### config.mk
export PLATFORM = sky130hd
export DESIGN_NAME = m31_round_ctrl_flat
export DESIGN_NICKNAME = d
export VERILOG_FILES = /design/src/rtl/m31_round_ctrl_if.sv /design/src/rtl/m31_round_ctrl.sv /design/src/flat_wrapper.sv
export SDC_FILE = /design/constraint.sdc
export NUM_CORES = 1
export LEC_CHECK = 0
export ABC_AREA = 1
export CAP_MARGIN = 30
export CORE_AREA = 2 2 789 791
export CTS_BUF_LIST = sky130_fd_sc_hd__clkbuf_4 sky130_fd_sc_hd__clkbuf_8
export CTS_CLUSTER_SIZE = 8
export DETAILED_ROUTE_END_ITERATION = 8
export DIE_AREA = 0 0 791 793
export PLACE_DENSITY = 0.3
export SYNTH_ARGS = -nofsm -noshare
export SYNTH_HDL_FRONTEND = slang
export SYNTH_SLANG_ARGS = --single-unit
### constraint.sdc
create_clock -name clk -period 2 [get_ports clk]
set_clock_uncertainty 0.05 [all_clocks]
set_input_delay 0.5 -clock clk [delete_from_list [all_inputs] [get_ports clk]]
set_output_delay 0.5 -clock clk [all_outputs]
set_load 0.005 [all_outputs]
### src/rtl/m31_round_ctrl_if.sv
// m31_round_ctrl_if: handshake and datapath bus for the M31 Poseidon2 round sequencer
// Parameters: WIDTH state lanes (31-bit each), RW pass-index width ($clog2 of pass count)
// Signals:
//   in_valid/in_ready/in_state      input state handshake (state offered to the controller)
//   out_valid/out_ready/out_state   result handshake
//   dp_valid_o/dp_kind_o/dp_round_o/dp_state_o   issue towards the shared round datapath
//   dp_state_i                      datapath result
//   busy_o                          controller not idle
// Modports: slave = controller side, master = producer/consumer/datapath side
interface m31_round_ctrl_if #(
    parameter int WIDTH = 16,
    parameter int RW    = 5
);
    logic                   in_valid;
    logic                   in_ready;
    logic [WIDTH-1:0][30:0] in_state;
    logic                   out_valid;
    logic                   out_ready;
    logic [WIDTH-1:0][30:0] out_state;
    logic                   dp_valid_o;
    logic [1:0]             dp_kind_o;
    logic [RW-1:0]          dp_round_o;
    logic [WIDTH-1:0][30:0] dp_state_o;
    logic [WIDTH-1:0][30:0] dp_state_i;
    logic                   busy_o;
    modport slave (
        input  in_valid, in_state, out_ready, dp_state_i,
        output in_ready, out_valid, out_state, dp_valid_o, dp_kind_o, dp_round_o, dp_state_o, busy_o
    );
    modport master (
        output in_valid, in_state, out_ready, dp_state_i,
        input  in_ready, out_valid, out_state, dp_valid_o, dp_kind_o, dp_round_o, dp_state_o, busy_o
    );
endinterface

### src/rtl/m31_round_ctrl.sv
// m31_round_ctrl: iterative M31 Poseidon2 permutation sequencer driving one shared round datapath
// Ports:
//   clk       clock
//   rst_n     synchronous active-low reset
//   abort_i   abandon the current permutation (only when M31_RC_ABORT_EN is defined)
//   bus       m31_round_ctrl_if.slave: in/out valid-ready handshakes, datapath issue/return, busy_o
// Parameters: WIDTH lanes, DP_LAT datapath latency (>=1), R_F full rounds (even), R_P partial rounds
// Optional feature: define M31_RC_ABORT_EN to add the abort_i port.
module m31_round_ctrl #(
    parameter int WIDTH  = 16,
    parameter int DP_LAT = 1,
    parameter int R_F    = 8,
    parameter int R_P    = 14
) (
    input logic clk,
    input logic rst_n,
`ifdef M31_RC_ABORT_EN
    input logic abort_i,
`endif
    m31_round_ctrl_if.slave bus
);
    localparam int T  = 1 + R_F + R_P;
    localparam int RW = $clog2(T);
    localparam int CW = $clog2(DP_LAT + 1);
    localparam logic [RW-1:0] HALF = RW'(R_F / 2);
    localparam logic [RW-1:0] PEND = RW'(R_F / 2 + R_P);
    localparam logic [RW-1:0] LAST = RW'(T - 1);
    localparam logic [CW-1:0] CLD  = CW'(DP_LAT - 1);

    typedef enum logic [1:0] {IDLE, ISSUE, WAIT, DONE} state_t;

    state_t                 state;
    logic [WIDTH-1:0][30:0] st_q;
    logic [RW-1:0]          pass;
    logic [CW-1:0]          cnt;
    logic [1:0]             kind;
    logic                   in_ready, out_valid, dp_valid, busy;
    logic                   clr;

    // pass 0 is the initial linear layer; full rounds bracket the partial rounds
    function automatic logic [1:0] kind_of(input logic [RW-1:0] p);
        return p == '0 ? 2'b00 : p <= HALF ? 2'b01 : p <= PEND ? 2'b10 : 2'b01;
    endfunction

`ifdef M31_RC_ABORT_EN
    assign clr = abort_i && state != IDLE;
`else
    assign clr = 1'b0;
`endif

    // abort behaves exactly like reset; a coincident out handshake is consumed either way
    always_ff @(posedge clk) begin
        if (!rst_n || clr) begin
            state     <= IDLE;
            st_q      <= '0;
            pass      <= '0;
            cnt       <= '0;
            kind      <= 2'b00;
            in_ready  <= 1'b1;
            out_valid <= 1'b0;
            dp_valid  <= 1'b0;
            busy      <= 1'b0;
        end else begin
            case (state)
                IDLE: if (bus.in_valid) begin
                    st_q     <= bus.in_state;
                    pass     <= '0;
                    kind     <= kind_of('0);
                    state    <= ISSUE;
                    in_ready <= 1'b0;
                    busy     <= 1'b1;
                    dp_valid <= 1'b1;
                end
                ISSUE: begin
                    cnt      <= CLD;
                    dp_valid <= 1'b0;
                    state    <= WAIT;
                end
                WAIT: if (cnt == '0) begin
                    st_q <= bus.dp_state_i;
                    if (pass == LAST) begin
                        state     <= DONE;
                        out_valid <= 1'b1;
                    end else begin
                        pass     <= pass + 1'b1;
                        kind     <= kind_of(pass + 1'b1);
                        state    <= ISSUE;
                        dp_valid <= 1'b1;
                    end
                end else begin
                    cnt <= cnt - 1'b1;
                end
                DONE: if (bus.out_ready) begin
                    state     <= IDLE;
                    out_valid <= 1'b0;
                    busy      <= 1'b0;
                    in_ready  <= 1'b1;
                end
                default: state <= IDLE;
            endcase
        end
    end

    assign bus.in_ready   = in_ready;
    assign bus.out_valid  = out_valid;
    assign bus.out_state  = st_q;
    assign bus.dp_valid_o = dp_valid;
    assign bus.dp_kind_o  = kind;
    assign bus.dp_round_o = pass;
    assign bus.dp_state_o = st_q;
    assign bus.busy_o     = busy;
endmodule

### src/flat_wrapper.sv
// flat-port wrapper written by rule: the top's interface ports become plain ports
module m31_round_ctrl_flat 
#(
    parameter int WIDTH  = 16,
    parameter int DP_LAT = 1,
    parameter int R_F    = 8,
    parameter int R_P    = 14
)
  (clk, rst_n, bus_in_valid, bus_in_state, bus_out_ready, bus_dp_state_i, bus_in_ready, bus_out_valid, bus_out_state, bus_dp_valid_o, bus_dp_kind_o, bus_dp_round_o, bus_dp_state_o, bus_busy_o);
  m31_round_ctrl_if #(.WIDTH(WIDTH), .RW(5)) bus_i ();
  input logic clk;
  input logic rst_n;
  input wire logic [$bits(bus_i.in_valid)-1:0] bus_in_valid;
  input wire logic [$bits(bus_i.in_state)-1:0] bus_in_state;
  input wire logic [$bits(bus_i.out_ready)-1:0] bus_out_ready;
  input wire logic [$bits(bus_i.dp_state_i)-1:0] bus_dp_state_i;
  output wire logic [$bits(bus_i.in_ready)-1:0] bus_in_ready;
  output wire logic [$bits(bus_i.out_valid)-1:0] bus_out_valid;
  output wire logic [$bits(bus_i.out_state)-1:0] bus_out_state;
  output wire logic [$bits(bus_i.dp_valid_o)-1:0] bus_dp_valid_o;
  output wire logic [$bits(bus_i.dp_kind_o)-1:0] bus_dp_kind_o;
  output wire logic [$bits(bus_i.dp_round_o)-1:0] bus_dp_round_o;
  output wire logic [$bits(bus_i.dp_state_o)-1:0] bus_dp_state_o;
  output wire logic [$bits(bus_i.busy_o)-1:0] bus_busy_o;
  assign bus_i.in_valid = bus_in_valid;
  assign bus_i.in_state = bus_in_state;
  assign bus_i.out_ready = bus_out_ready;
  assign bus_i.dp_state_i = bus_dp_state_i;
  assign bus_in_ready = bus_i.in_ready;
  assign bus_out_valid = bus_i.out_valid;
  assign bus_out_state = bus_i.out_state;
  assign bus_dp_valid_o = bus_i.dp_valid_o;
  assign bus_dp_kind_o = bus_i.dp_kind_o;
  assign bus_dp_round_o = bus_i.dp_round_o;
  assign bus_dp_state_o = bus_i.dp_state_o;
  assign bus_busy_o = bus_i.busy_o;
  m31_round_ctrl #(.WIDTH(WIDTH), .DP_LAT(DP_LAT), .R_F(R_F), .R_P(R_P)) u_core (.clk(clk), .rst_n(rst_n), .bus(bus_i));
endmodule
=== Yosys cells after proc, flatten, opt, wreduce, memory -nomap -nowiden ===
Index checks and enable logic that the tools add are counted.

* $add $sub $neg: 2
* $lt $le $gt $ge: 2
* Eq/ne operators: 9
* Muxes and demuxes: 33
* Reduce and logical (&&, ||, !) cells: 13

{| class="wikitable"
|+ Operators by type and width
! cell !! count
|-
| 496-bit 2-to-1 mux || 2
|-
| 496-bit case mux with 2 select lines || 1
|-
| 2-bit 2-to-1 mux || 10
|-
| 5-bit 2-to-1 mux || 3
|-
| 4-bit AND reduction || 3
|-
| 5-bit case mux with 2 select lines || 1
|-
| 1-bit 2-to-1 mux || 9
|-
| 3-bit AND reduction || 3
|-
| 2-bit != test (second input constant) || 4
|-
| 1-bit case mux with 2 select lines || 4
|-
| 2-bit case mux with 4 select lines || 1
|-
| 2-bit nonzero test || 4
|-
| 5-bit by 1-bit adder with 5-bit output (second input constant) || 1
|-
| 5-bit equality test (second input constant) || 1
|-
| 5-bit by 3-bit <= comparator with 1-bit output (second input constant) || 1
|-
| 5-bit <= comparator (second input constant) || 1
|-
| 5-bit zero test || 1
|-
| 2-bit equality test (second input constant) || 2
|-
| 2-bit case mux with 2 select lines || 1
|-
| 1-bit case mux with 3 select lines || 1
|-
| 3-bit nonzero test || 1
|-
| 2-bit by 1-bit equality test with 1-bit output (second input constant) || 1
|-
| 2-bit zero test || 1
|-
| 2-bit by 1-bit != test with 1-bit output (second input constant) || 1
|-
| 1-bit subtractor (second input constant) || 1
|}

* Register bits after elaboration: 510
* Input port bits: 996
* Output and inout bits: 1003
* Word-level logic and storage cells: 83

=== Logic depth before layout (Yosys ltp) ===
* Word-level depth: 8
* Gate-level depth with buffers: 11
* Depth with buffers taken out: 11

=== Least setup slack after synthesis ===
OpenSTA, ideal clock, no wires.

* Path kind: input to register
* Start: in rst_n
* End: reg u_core.st_q, in the netlist u_core.bus.dp_state_o[427]
* Library setup time: 0.074 ns
* Arrival time: 1.408 ns
* Required time: 1.876 ns
* Setup slack: 0.468 ns
* Cell stages on the path: 5
* Path buffers: 3
* Cell sequence: clkbuf_1 -> clkbuf_1 -> clkbuf_1 -> o21ai_0 -> a31oi_1

{| class="wikitable"
|+ RTL lines
! what !! line !! source
|-
| from (decl) || flat_wrapper.sv:12 || <nowiki>input logic rst_n;</nowiki>
|-
| to (signal assigned) || m31_round_ctrl.sv:66 || <nowiki>st_q <= bus.in_state;</nowiki>
|-
| to (signal assigned) || m31_round_ctrl.sv:80 || <nowiki>st_q <= bus.dp_state_i;</nowiki>
|-
| to (decl) || m31_round_ctrl.sv:33 || <nowiki>logic [WIDTH-1:0][30:0] st_q;</nowiki>
|}

=== Final worst setup path ===
* Start: reg u_core.st_q, in the netlist u_core.bus.dp_state_o[250]
* End: out bus_out_state[250]

{| class="wikitable"
|+ RTL lines
! what !! line !! source
|-
| to (decl) || flat_wrapper.sv:19 || <nowiki>output wire logic [$bits(bus_i.out_state)-1:0] bus_out_state;</nowiki>
|}

No word-level cell between the ends.

==> flow_metrics.py <==
metrics = {
    "run_status": {
        "status": "complete, but fails checks",
        "violations": "setup timing",
    },
    "route": {
        "drtIter0Drc": 2908,
        "route.detailed.drc": 0,
        "drt-pass1-iter-count": 6,
        "routedWlPerCell_um": 31.1,
        "final_antenna_net_count": 0,
        "vias": 38300,
        "vias_per_cell": 2.66,
        "drt_wl_total_um": 448000,
    },
    "global_routing": {
        "grt_pass1_vias": 37300,
        "grt_max_degree": 103,
        "antenna_found_initial": 311,
        "grt_use_total_pct": 13.3,
        "globalRouteOverflowTotal": 0,
        "grt_pass1_wl_um": 520000,
    },
    "placed_design": {
        "place_hpwl_um": 391000,
        "place_inst": 13000,
        "pre_cts_ws_ns": -0.812,
        "placed_area_mm2": 0.0542,
        "gp_congestion": 1.06,
        "portBuffers": 1998,
    },
    "logic_synthesis": {
        "synth_area_mm2": 0.0250,
        "syn_inst": 3355,
        "ys.flop_type": "dfxtp_1",
        "netlist.area_leader.share_pct": 40.8,
        "synth.top_cells.by_area": "dfxtp_1, nand2_1, buf_4",
        "synth_seq_area_share_pct": 40.8,
        "synth_edf_count": 0,
        "synthDistinctLibCells": 21,
        "yosysWarnings": 0,
        "syn_nets": 4355,
        "synthArstFlopShare_pct": 0,
        "synth_top_area_cell": "dfxtp_1",
        "ys_ff_latch": 509,
        "syn_area_per_cell_um2": 7.44,
    },
    "floorplanning": {
        "dieArea_mm2": 0.627,
        "die_y_um": 793,
        "die_w_um": 791,
        "initial_core_util_pct": 4.04,
        "core_mm2": 0.618,
        "ios": 1999,
        "rows": 289,
    },
    "worst_setup_path": {
        "critPathMaxFanout": 2,
        "worst-r2r-cell-count": 8,
        "cp-start-kind": "flop",
        "r2r_start": "u_core.state[1]",
        "reg2reg_slack_ns": 0.03,
        "cp-end-kind": "primary output",
        "arrival_ns": 1.77,
        "rr_endpoint": "u_core.bus.dp_state_o[198]",
        "critPathKind": "reg2out",
        "worstPathRequired_ns": 1.45,
    },
    "final_layout": {
        "syn_to_final_growth_pct": 192,
        "drive_gt1_share_pct": 37.9,
        "layout.cells.non_filler": 14400,
        "final_nets": 7076,
        "design_area_mm2": 0.0730,
        "n_fill_cell": 71200,
    },
    "flow_run": {
        "max-cap-violations": 0,
    },
    "timing": {
        "worstMarginPinSlew_ns": 0.529,
        "hold_viol_final": 0,
        "setup_violations": 827,
        "max_slew_margin_pct": 64.6,
        "worst_slack_ns": -0.324,
        "min_period_over_period_pct": 116,
        "grt_setup_unrepaired": "true",
        "tns_ns": -64.16,
        "period_minus_slack_ns": 2.32,
        "drv_slew": 0,
        "fmaxAchievable_mhz": 430,
    },
    "cts": {
        "clock-root-buffer": "clkbuf_8",
        "clk_pin_slew_ns": 0.07,
        "htreeDepth": 3,
        "cts_buffers": 123,
        "cts_sinks": 509,
        "clk_latency_ns": 1.00,
        "clk_path_buf_depth": 4,
        "cts_tree": "built",
    },
    "hold_path": {
        "hp-class": "in2reg",
        "worstHoldStart": "bus_dp_state_i[118]",
        "whs_path_depth": 3,
        "hold_path_end": "u_core.bus.dp_state_o[118]",
    },
    "power": {
        "peakVddDrop_v": 0.000474,
        "power_density_mw_per_mm2": 702,
        "p_leak_nw": 27.3,
    },
}
[metal layers]
metal / GRT usage, % / wire [µm]
met5: 0.862 / 1430
met4: 4.28 / 17700
met3: 7.23 / 56000
met2: 20.9 / 198000
met1: 15.2 / 175000
[through the flow]
step	hold WS, ns	utilization (%)	power [mW]
2_1_floorplan	0.402	-	17.2
3_3_place_gp	0.401	8.76	31.4
6_report	0.142	11.8	51.2
3_5_place_dp	0.412	8.76	31.3
4_1_cts	0.00237	11.1	50.2
5_1_grt	0.0328	11.8	53.5
[registers in the layout (all words and copies together), names as in the netlist]
signal,count
u_core.bus.dp_kind_o,2
u_core.bus.dp_state_o,496
u_core.bus.dp_round_o,5
u_core.bus.out_valid,1
u_core.bus.dp_valid_o,1
u_core.bus.in_ready,1
u_core.bus.busy_o,1
u_core.state,2
[synthesized netlist by cell type, drive strengths merged (3+ instances only)]
master and instances:
dfxtp 509, a31oi 496, ha 4, buf 691
a21oi 9, clkbuf 80, o21ai 499, nand4 3
nand2 1022, nand3 7, nor2 11, inv 19
[layout by cell type, fill, tap and decap left out, drive strengths merged, types with 6 or more instances in the layout]
master         count
buf             1555
a21oi              9
nand3              7
dlygate4sd3      785
nor2              11
clkinv            18
nand2           1022
a31oi            496
inv               18
dfxtp            509
diode             91
bufinv             6
o21ai            499
clkdlybuf4s50    994
clkbuf           229
[how the worst max path moves through the flow]
| stage | start | endpoint |
|---|---|---|
| 2_1_floorplan | rst_n | u_core.bus.dp_state_o[427] |
| 3_3_place_gp | bus_in_valid | u_core.bus.dp_state_o[428] |
| 3_5_place_dp | bus_in_valid | u_core.bus.dp_state_o[428] |
| 4_1_cts | u_core.bus.dp_state_o[250] | bus_out_state[250] |
| 5_1_grt | u_core.bus.dp_state_o[250] | bus_out_state[250] |
| 6_report | u_core.bus.dp_state_o[250] | bus_out_state[250] |
[critical path: stages (launching register included)]
cell     delay, ns
dfxtp_2       0.34
buf_8         0.14
buf_6         0.13
buf_6         0.11
[kinds of logic (layout without fill, tap and decap cells)]
logic type | after synthesis | after routing | synth area share, %
simple gates | 1046 | 1046 | 15.8
flops | 509 | 509 | 40.8
fa+ha+maj | 4 | 4 | 0.200
buf+inv | 791 | 3606 | 20.5
other cells | 0 | 91 | 0
compound gates | 1005 | 1005 | 22.6
[final cells by class]
cell class / count / area [µm²] / area share, %
clock buffer: 198 / 2410 / 3.31
sequential: 509 / 11800 / 16.2
clock inverter: 21 / 262 / 0.358
tap: 8148 / 10200 / 14.0
inverter: 20 / 128 / 0.175
timing repair buffer: 3366 / 38200 / 52.3
antenna: 91 / 228 / 0.312
multi-input combinational: 2055 / 9730 / 13.3
timing repair inverter: 1 / 16.3 / 0.0223
[power breakdown]
part | internal (mW) | leakage (nW) | total (mW) | switching, mW
combinational | 11.8 | 21.4 | 22.6 | 10.9
clock | 8.32 | 1.44 | 14.7 | 6.40
sequential | 11.8 | 4.50 | 13.9 | 2.12
total | 31.8 | 27.3 | 51.2 | 19.4
[what timing repair did]
item / 4_1_cts / 5_1_grt
resized for setup: 4830 / 833
setup endpoints to repair: 1161 / 1380
cloned: 0 / 20
hold endpoints to repair: 442 / 0
pin swaps: 0 / 5
buffers inserted: 167 / 125
hold buffers: 785 / 0
No activity file was read; power rests on OpenSTA's default activity.
